--- src/rtl/serial_adder_pkg.sv ---
// Shared types and sizing helpers for serial_adder.
// Holds the FSM state encoding and the bit-counter width function.
package serial_adder_pkg;

  typedef enum logic [1:0] {
    IDLE = 2'd0,
    RUN  = 2'd1,
    DONE = 2'd2
  } state_t;

  localparam int SA_DEFAULT_WIDTH = 8;

  // Counter width: wide enough to hold WIDTH itself.
  function automatic int sa_cnt_width(input int width);
    return $clog2(width + 1);
  endfunction

endpackage

--- src/rtl/adder.sv ---
// 1-bit full adder used for the bit-serial add.
// Purely combinational, no state.
module adder (
  input  logic a,
  input  logic b,
  input  logic c_in,
  output logic sum,
  output logic c_out
);

  assign sum   = a ^ b ^ c_in;
  assign c_out = (a & b) | (c_in & (a ^ b));

endmodule

--- src/rtl/serial_adder.sv ---
// Bit-serial adder: one bit per cycle, result after WIDTH run cycles, held until out_ready.
// Optional SERIAL_ADDER_SUB_EN adds a sub input selecting a - b (c_out=1 means no borrow).
module serial_adder
  import serial_adder_pkg::*;
#(
  parameter int WIDTH = SA_DEFAULT_WIDTH
) (
  input  logic             clk,
  input  logic             rst_n,
  input  logic             in_valid,
  output logic             in_ready,
  input  logic [WIDTH-1:0] a,
  input  logic [WIDTH-1:0] b,
  input  logic             c_in,
`ifdef SERIAL_ADDER_SUB_EN
  input  logic             sub,
`endif
  output logic             out_valid,
  input  logic             out_ready,
  output logic [WIDTH-1:0] sum,
  output logic             c_out
);

  localparam int CW = sa_cnt_width(WIDTH);

  state_t           r_state;
  state_t           w_state_nxt;
  logic [WIDTH-1:0] r_a;
  logic [WIDTH-1:0] r_b;
  logic [WIDTH-1:0] r_res;
  logic             r_carry;
  logic             r_c_out;
  logic [CW-1:0]    r_cnt;
  logic             w_sum;
  logic             w_cout;
  logic             w_accept;
  logic             w_last;
  logic [WIDTH-1:0] w_b_in;
  logic             w_c_in;

`ifdef SERIAL_ADDER_SUB_EN
  assign w_b_in = sub ? ~b : b;
  assign w_c_in = sub ? 1'b1 : c_in;
`else
  assign w_b_in = b;
  assign w_c_in = c_in;
`endif

  adder u_adder (
    .a     (r_a[0]),
    .b     (r_b[0]),
    .c_in  (r_carry),
    .sum   (w_sum),
    .c_out (w_cout)
  );

  assign w_accept = (r_state == IDLE) && in_valid;
  assign w_last   = (r_cnt == CW'(WIDTH - 1));

  always_ff @(posedge clk or negedge rst_n) begin
    if (!rst_n) begin
      r_state <= IDLE;
    end else begin
      r_state <= w_state_nxt;
    end
  end

  always_comb begin
    w_state_nxt = r_state;
    in_ready    = 1'b0;
    out_valid   = 1'b0;
    case (r_state)
      IDLE: begin
        in_ready = 1'b1;
        if (in_valid) w_state_nxt = RUN;
      end
      RUN: begin
        if (w_last) w_state_nxt = DONE;
      end
      DONE: begin
        out_valid = 1'b1;
        if (out_ready) w_state_nxt = IDLE;
      end
      default: w_state_nxt = IDLE;
    endcase
  end

  // Sum bits refill r_a from the top as it drains, so r_a ends up holding the result.
  always_ff @(posedge clk or negedge rst_n) begin
    if (!rst_n) begin
      r_a     <= '0;
      r_b     <= '0;
      r_res   <= '0;
      r_carry <= 1'b0;
      r_c_out <= 1'b0;
      r_cnt   <= '0;
    end else if (w_accept) begin
      r_a     <= a;
      r_b     <= w_b_in;
      r_carry <= w_c_in;
      r_cnt   <= '0;
    end else if (r_state == RUN) begin
      r_a     <= {w_sum, r_a[WIDTH-1:1]};
      r_b     <= {1'b0, r_b[WIDTH-1:1]};
      r_carry <= w_cout;
      r_cnt   <= r_cnt + CW'(1);
      if (w_last) begin
        r_res   <= {w_sum, r_a[WIDTH-1:1]};
        r_c_out <= w_cout;
      end
    end
  end

  assign sum   = r_res;
  assign c_out = r_c_out;

endmodule

--- config.mk ---
export PLATFORM = sky130hd
export DESIGN_NAME = serial_adder
export DESIGN_NICKNAME = d
export VERILOG_FILES = /design/src/rtl/serial_adder_pkg.sv /design/src/rtl/adder.sv /design/src/rtl/serial_adder.sv
export SDC_FILE = /design/constraint.sdc
export NUM_CORES = 1
export LEC_CHECK = 0
export ABC_CLOCK_PERIOD_IN_PS = 1800
export CELL_PAD_IN_SITES_DETAIL_PLACEMENT = 0
export CELL_PAD_IN_SITES_GLOBAL_PLACEMENT = 1
export CORE_MARGIN = 2
export CORE_UTILIZATION = 37
export DETAILED_ROUTE_END_ITERATION = 6
export MAX_ROUTING_LAYER = met4
export PLACE_DENSITY_LB_ADDON = 0.1
export SYNTH_ARGS = -nofsm -noshare
export SYNTH_HDL_FRONTEND = slang
export SYNTH_HIERARCHICAL = 1
export SYNTH_SLANG_ARGS = --single-unit
export TNS_END_PERCENT = 20
--- constraint.sdc ---
create_clock -name clk -period 1.8 [get_ports clk]
set_input_delay 0.36 -clock clk [delete_from_list [all_inputs] [get_ports clk]]
set_output_delay 0.36 -clock clk [all_outputs]
set_load 0.02 [all_outputs]
Word-level counts from Yosys, hierarchy flattened --
Cells that the tools add are included.
Cells by class: reductions and logical operators 5, equal/unequal tests 6, div/mod/pow operators 0, bitwise logic cells 6, multiplexer cells 14, $mul 0, shifts and indexed selects 0, $lt $le $gt $ge 0, add/sub/neg operators 1
Operators with widths (count):
- 8-bit 2-to-1 mux | 4
- 4-bit 2-to-1 mux | 2
- 2-bit 2-to-1 mux | 3
- 2-bit inequality test, second input constant | 3
- 2-bit case mux with 3 select lines | 1
- 3-bit AND reduction | 2
- 4-bit by 1-bit adder with 4-bit output, second input constant | 1
- 4-bit by 3-bit == test with 1-bit output, second input constant | 1
- 1-bit 2-to-1 mux | 4
- 1-bit bitwise AND | 2
- 2-bit by 1-bit == test with 1-bit output, second input constant | 1
- 2-bit == test, second input constant | 1
- 2-bit logical NOT | 1
- 2-bit nonzero test | 1
- 1-bit XOR | 2
- 1-bit logical AND | 1
- 1-bit NOT | 1
- 1-bit bitwise OR | 1
Word-level totals: bits in writable memories 0, register bits after elaboration 32, logic and storage cells 39, input bits 21, bits in latches 0, memories 0, output and inout bits 11, bits in read-only memories 0

Longest topological paths before layout --
word-level depth 5, depth in mapped cells 5, mapped depth without buffers 4

Hierarchy --
Netlist, hierarchy kept.
By module, submodules not included:
- serial_adder | area an instance 1388.8 sq um, cells an instance 136, times used 1, seq. area each 800.8 sq um
- adder | area an instance 20.0 sq um, cells an instance 1, times used 1, seq. area each 0.0 sq um

Worst setup path after synthesis --
No wires, ideal clock.
kind register to register, from register r_cnt[0], to register r_c_out (netlist: c_out), buffers on the path 0, setup time 0.125 ns, cell stages (with the launch flop) 5, arrival 1.284 ns, slack 0.391 ns, period minus slack after synthesis 1.409 ns, required time 1.675 ns, cells stage by stage dfrtp_1 > ha_1 > nand2_1 > nor3_4 > mux2_2
On the way: longest elaborated chain between the ends 2
RTL lines:
- from (decl) | line serial_adder.sv:33 | logic [CW-1:0] r_cnt;
- from (signal assigned) | line serial_adder.sv:106 | r_cnt <= r_cnt + CW'(1);
- 4-bit by 3-bit == test with 1-bit output | line serial_adder.sv:58 | assign w_last = (r_cnt == CW'(WIDTH - 1));
- 3-bit AND reduction (no line)
- to (signal assigned) | line serial_adder.sv:109 | r_c_out <= w_cout;
- to (decl) | line serial_adder.sv:32 | logic r_c_out;
No other way between the ends. A chain may end at the register's enable or synchronous reset.

Final worst setup path --
from register r_state[1], to output port out_valid
On the way: longest elaborated chain between the ends 2
RTL lines:
- from (decl) | line serial_adder.sv:26 | state_t r_state;
- from (signal assigned) | line serial_adder.sv:64 | r_state <= w_state_nxt;
- 2-bit == test | line serial_adder.sv:72 | case (r_state)
- 1-bit 2-to-1 mux | line serial_adder.sv:72
- to (decl) | line serial_adder.sv:18 | output logic out_valid,
No other way between the ends.

==> flow_summary.yaml <==
power:
  intPower_mw: 2.272
  p_sw_mw: 1.237
  ir_drop_mv: 0.8100
  p_leak_nw: 0.8608
  combPwrFrac_pct: 41.4
  pwr_density_cell_nw_per_um2: 1820
  fin_total_pwr_mw: 3.510
  clockPowerShare_pct: 21.2
  switching_share_pct: 35.26
  p_seq_share_pct: 37.5
detailed_routing:
  wl_per_cell_microns: 12.73
  drt_iter0_markers: 59
  wirelength_microns: 2838
  avgViaCountPerCell: 4.942
  via_count: 1102
  drcViolationCount: 0
  drt_pass1_iterations: 5
  drtAntennaViolNets: 0
run:
  maxCapViolations: 0
global_routing:
  track_usage_pct: 15.78
  antenna_found_initial: 0
  grt_max_degree: 35
  grt_pass1_vias: 1050
  grt.overflow.total: 0
  grt_pass1_wl_microns: 4933
floorplan:
  die_y_microns: 65.71
  die-width_microns: 65.71
  initial_core_util_pct: 38.48
  coreArea_sq_um: 3661
  dieArea_sq_um: 4317
  io-pin-count: 32
  row_count: 22
sta:
  finalSetupViolCount: 0
  max_slew.worst_pin.slew_ns: 0.3957
  fin_crit_sh_pct: 90.09
  fin_ws_ns: 0.1784
  slew_violations: 0
  fin_crit_ns: 1.622
  fmax_mhz: 616.7
  fin_skew_ns: 0.005980
  finalSetupTns_ns: 0
  rsz0062_at_grt: "no"
  maxSlewHeadroom_pct: 73.62
  hold_viol_final: 0
clock_tree:
  postCtsSetupBuffers: 0
  clock_latency_ns: 0.28
  htreeDepth: 2
  numClockSinks: 32
  cts_tree: "yes"
  path_clk_slew_ns: 0.06
  cts_root_buf: "clkbuf_8"
  cts_buffers: 5
  hold_buffers: 0
  clock_path_buffers: 2
  cts-resized-gates: 2
critical_path:
  arrival_ns: 1.26
  critical_path.startpoint: "r_state[1]$_DFFE_PN0P_"
  r2r_cells: 5
  r2r-start: "r_cnt[0]$_DFFE_PN0P_"
  crit_type: "flop to output pin"
  start_kind: "flop"
  end_kind: "output pin"
  critPathRequiredTime_ns: 1.44
  rrSetupSlack_ns: 0.31
  timing.rr.end: "sum[2]$_DFFE_PN0P_"
  critPathMaxFanout: 7
  worst_setup_path_endpoint: "out_valid"
placed_design:
  placed_area_sq_um: 1804
  port_buffers: 31
  preCtsSetupSlack_ns: 0.1010
  place_congestion: 0.7170
  dp_hpwl_microns: 1836
synth:
  synth_top_family_by_area: "simple AND/OR/NAND/NOR gates"
  synth-seq-cells: 32
  synth-compound-area-share_pct: 9.059
  synthAdderAreaFrac_pct: 2.309
  synth_seq_area_share_pct: 56.84
  synth_cell_type_count: 25
  synth_mux_area_share_pct: 7.904
  synth_simple_gate_area_share_pct: 20.78
  synth_area_sq_um: 1409
  synth_area_per_cell_sq_um: 10.28
  synth-xor-area-share_pct: 0
  yosysWarnings: 6
  syn_nets: 160
  synth_cells: 137
finish:
  diodes: 0
  fill_cells: 343
  area_growth_pct: 36.86
  final_area_sq_um: 1928
  num-nets-final: 197
  drive_above_1_share_pct: 14.86
worst_hold_path:
  worstHoldPathType: "primary input to async pin"
run_status:
  status: "completed"
## final cells by class
type / count / area (sq um) / area share (%)
clock buffer: 7 / 96.34 / 4.997
clock inverter: 1 / 30.03 / 1.557
inverter: 1 / 3.754 / 0.1947
multi-input combinational: 96 / 564.3 / 29.27
sequential: 32 / 800.8 / 41.53
tap: 48 / 60.06 / 3.115
timing repair buffer: 38 / 372.9 / 19.34
## critical path, cell delays in order, from the launching register on
cell and delay [ns]:
dfrtp_1 0.44, nor2b_1 0.20, dlygate4sd2_1 0.35
## cell families after synthesis
| logic type | after synthesis |
|---|---|
| adders and majority gates | 2 |
| DFF | 32 |
| buffers and inverters | 9 |
| muxes | 10 |
| and+or+nand+nor | 64 |
| AOI/OAI and AO/OA | 20 |
## worst min path at each step
stage,slack [ns],startpoint,depth (start not counted),end
5_1_grt,0.51,rst_n,2,r_b[4]$_DFFE_PN0P_
3_5_place_dp,0.49,sum[4]$_DFFE_PN0P_,1,sum[4]$_DFFE_PN0P_
6_report,0.47,rst_n,2,r_b[4]$_DFFE_PN0P_
3_3_place_gp,0.49,sum[2]$_DFFE_PN0P_,1,sum[2]$_DFFE_PN0P_
2_1_floorplan,0.06,rst_n,0,c_out$_DFFE_PN0P_
4_1_cts,0.49,rst_n,2,r_b[4]$_DFFE_PN0P_
## metal layers
layer	global-route usage, %	share of wire (%)	up-vias
li1	-	-	538
met1	20.31	45	528
met2	22.85	47	29
met3	4.452	5.5	7
met4	7.813	2.1	0
met5	-	0	-
## cells in the final DEF, fill, tap and decap left out, drive strengths merged
master	synthesis	layout
clkdlybuf4s50	0	29
nand2	35	35
buf	7	7
nor3	1	1
a21o	1	1
nand4	1	1
a22oi	4	4
nor2b	2	2
clkbuf	1	7
bufinv	0	1
a31oi	12	12
nand3b	1	1
fa	1	1
inv	1	1
nor2	13	13
mux2i	1	1
ha	1	1
nand3	8	8
nand2b	1	1
dfrtp	32	32
mux2	9	9
or3b	1	1
dlygate4sd2	0	2
o21ai	3	3
nor3b	1	1
## power by group through the flow
| stage | logic, mW | clock network [mW] | registers, mW |
|---|---|---|---|
| floorplan | 0.833 | 0 | 1.41 |
| global placement | 1.46 | 0 | 1.31 |
| detailed placement | 1.48 | 0 | 1.32 |
| CTS | 1.47 | 0.764 | 1.31 |
| global route | 1.62 | 0.794 | 1.36 |
| finish | 1.45 | 0.743 | 1.31 |
## state kept, by name, indices dropped and copies added, names as in the netlist
| name | count |
|---|---|
| r_a | 8 |
| r_b | 8 |
| sum | 8 |
| r_cnt | 4 |
| r_state | 2 |
| c_out | 1 |
| r_carry | 1 |
## cell usage after synthesis
master	n	share of area (%)
nor2b_1	2	0.89
mux2i_1	1	0.71
fa_1	1	1.4
clkbuf_1	1	0.27
buf_2	5	1.8
nor3_4	1	1.2
nand2_1	35	9.3
nand4_1	1	0.44
inv_1	1	0.27
nand2b_4	1	0.98
dfrtp_1	32	57
buf_1	1	0.27
or3b_1	1	0.62
a31oi_1	12	5.3
nor3b_1	1	0.53
o21ai_1	1	0.35
nand3b_1	1	0.53
mux2_2	9	7.2
nor2_1	13	3.5
a21o_1	1	0.53
buf_4	1	0.53
ha_1	1	0.89
nand3_1	8	2.8
o21ai_0	2	0.71
a22oi_1	4	2.1
## stage by stage
stage                     util (%)  hold slack (ns)  cells
final                        52.67           0.4710    223
after global placement       49.28           0.4885    215
after detailed placement     49.28           0.4944    215
after global routing         52.67           0.5107    223
after floorplan                  -          0.06441    137
after CTS                    52.67           0.4910    223
Note: power is estimated with default switching activity, not from simulation.
==> edit, RTL diff (same flow settings) <==
Make the reset (`rst_n`) synchronous in 2 clocked blocks.
--- a/src/rtl/serial_adder.sv
+++ b/src/rtl/serial_adder.sv
@@ -58,5 +58,5 @@
   assign w_last   = (r_cnt == CW'(WIDTH - 1));
 
-  always_ff @(posedge clk or negedge rst_n) begin
+  always_ff @(posedge clk) begin
     if (!rst_n) begin
       r_state <= IDLE;
@@ -87,5 +87,5 @@
 
   // Sum bits refill r_a from the top as it drains, so r_a ends up holding the result.
-  always_ff @(posedge clk or negedge rst_n) begin
+  always_ff @(posedge clk) begin
     if (!rst_n) begin
       r_a     <= '0;
Formal check against the unedited RTL: differs if rst_n is asserted again (counterexample within 4 cycles, from zero or initial values and one cycle with rst_n low); with rst_n held inactive, the same outputs for 10 cycles.
==> edit against the original RTL <==
- clock skew about the same
- cell area increased by 1.5%
- routed wire length increased by 8.7%
- worst setup slack improved by 0.033 ns
- largest cell class is now multi-input gates
- non-clock buffer count increased by 3
- sequential cell count unchanged
- area after synthesis increased by 3.7%
- count of clock-buffer cells in the layout unchanged
Power is not compared: it rests on default switching activity, and its combinational part moved more than twofold at a synthesized area within 25%.
==> edit: results (changes against the original RTL) <==
- Clock skew: 0.00562 ns (-0.000363 ns)
- Syn nets: 192 (+20%)
- Place WS: 0.0247 ns (-0.0764 ns)
- TritonRoute pass-1 iters: 3 (-2)
- Slew @ Worst Pin: 0.235 ns (-0.161 ns)
- Share of cells above drive strength 1: 0.128 (-0.0205)
- Outcome: finished clean
- Detailed placement HPWL: 2.12 mm (+16%)
- First-pass GRT wire length: 5.36 mm (+8.7%)
- Wl on met1: 1.50 mm (+16%)
- DR WL met2: 1.40 mm (+4.7%)
- RR Startpoint: r_state[1]$_SDFFE_PN0P_
- Reg-to-Reg End: r_b[5]$_SDFFE_PN0P_
- Synthesized-area fraction occupied by xor and xnor cells: 0.0120 (+0.0120)
- Met1 track demand over resource: 0.199 (-0.00415)
- Vias in the first global route: 1178 (+12%)
- HP Class: reg -> reg
- GR Util met2: 0.253 (+0.0240)
- RD Place Congestion: 0.787 (+9.8%)
- Worst Setup SP: r_state[1]$_SDFFE_PN0P_
- Complex-gate fraction of the synthesized area: 0.174 (+0.0832)
- Top cells by count, synth: nand2_1 (44), dfxtp_1 (32), a31oi_1 (12)
- Final setup margin: 0.211 ns (+0.0330 ns)
- Async S/R FF share, synth: 0 (-1.00)
- Largest cells by area after synthesis: dfxtp_1 (44%), nand2_1 (11%), mux2i_1 (6.2%)
- Overall routed net length: 3.09 mm (+8.7%)
edit: changes by cell type after synthesis, moves of 4 or more:
cell,change
a21oi_1,+5
a22oi_1,-4
buf_6,+6
dfrtp_1,-32
dfxtp_1,+32
mux2_2,-9
mux2i_1,+8
nand2_1,+9
nand3_1,-5
nor2_1,-7
o21ai_0,+6
edit: power groups by stage:
stage | clock (uW) | sequential (uW) | combinational, uW
2_1_floorplan | 0 | 781 | 133
3_3_place_gp | 0 | 789 | 203
3_5_place_dp | 0 | 790 | 206
4_1_cts | 766 | 774 | 207
5_1_grt | 818 | 780 | 228
6_report | 750 | 774 | 205
edit: area by class of cell:
class,instances,area [um2]
timing repair buffer,41,420
tap,48,60.1
clock buffer,7,96.3
inverter,2,7.51
sequential,32,641
multi-input combinational,120,702
fill,360,1760
clock inverter,1,30.0
edit: through the flow:
step           power (uW)  hold slack, ns
2_1_floorplan         914           0.446
3_3_place_gp          992           0.441
3_5_place_dp          997           0.449
4_1_cts              1750           0.459
5_1_grt              1830           0.481
6_report             1730           0.456
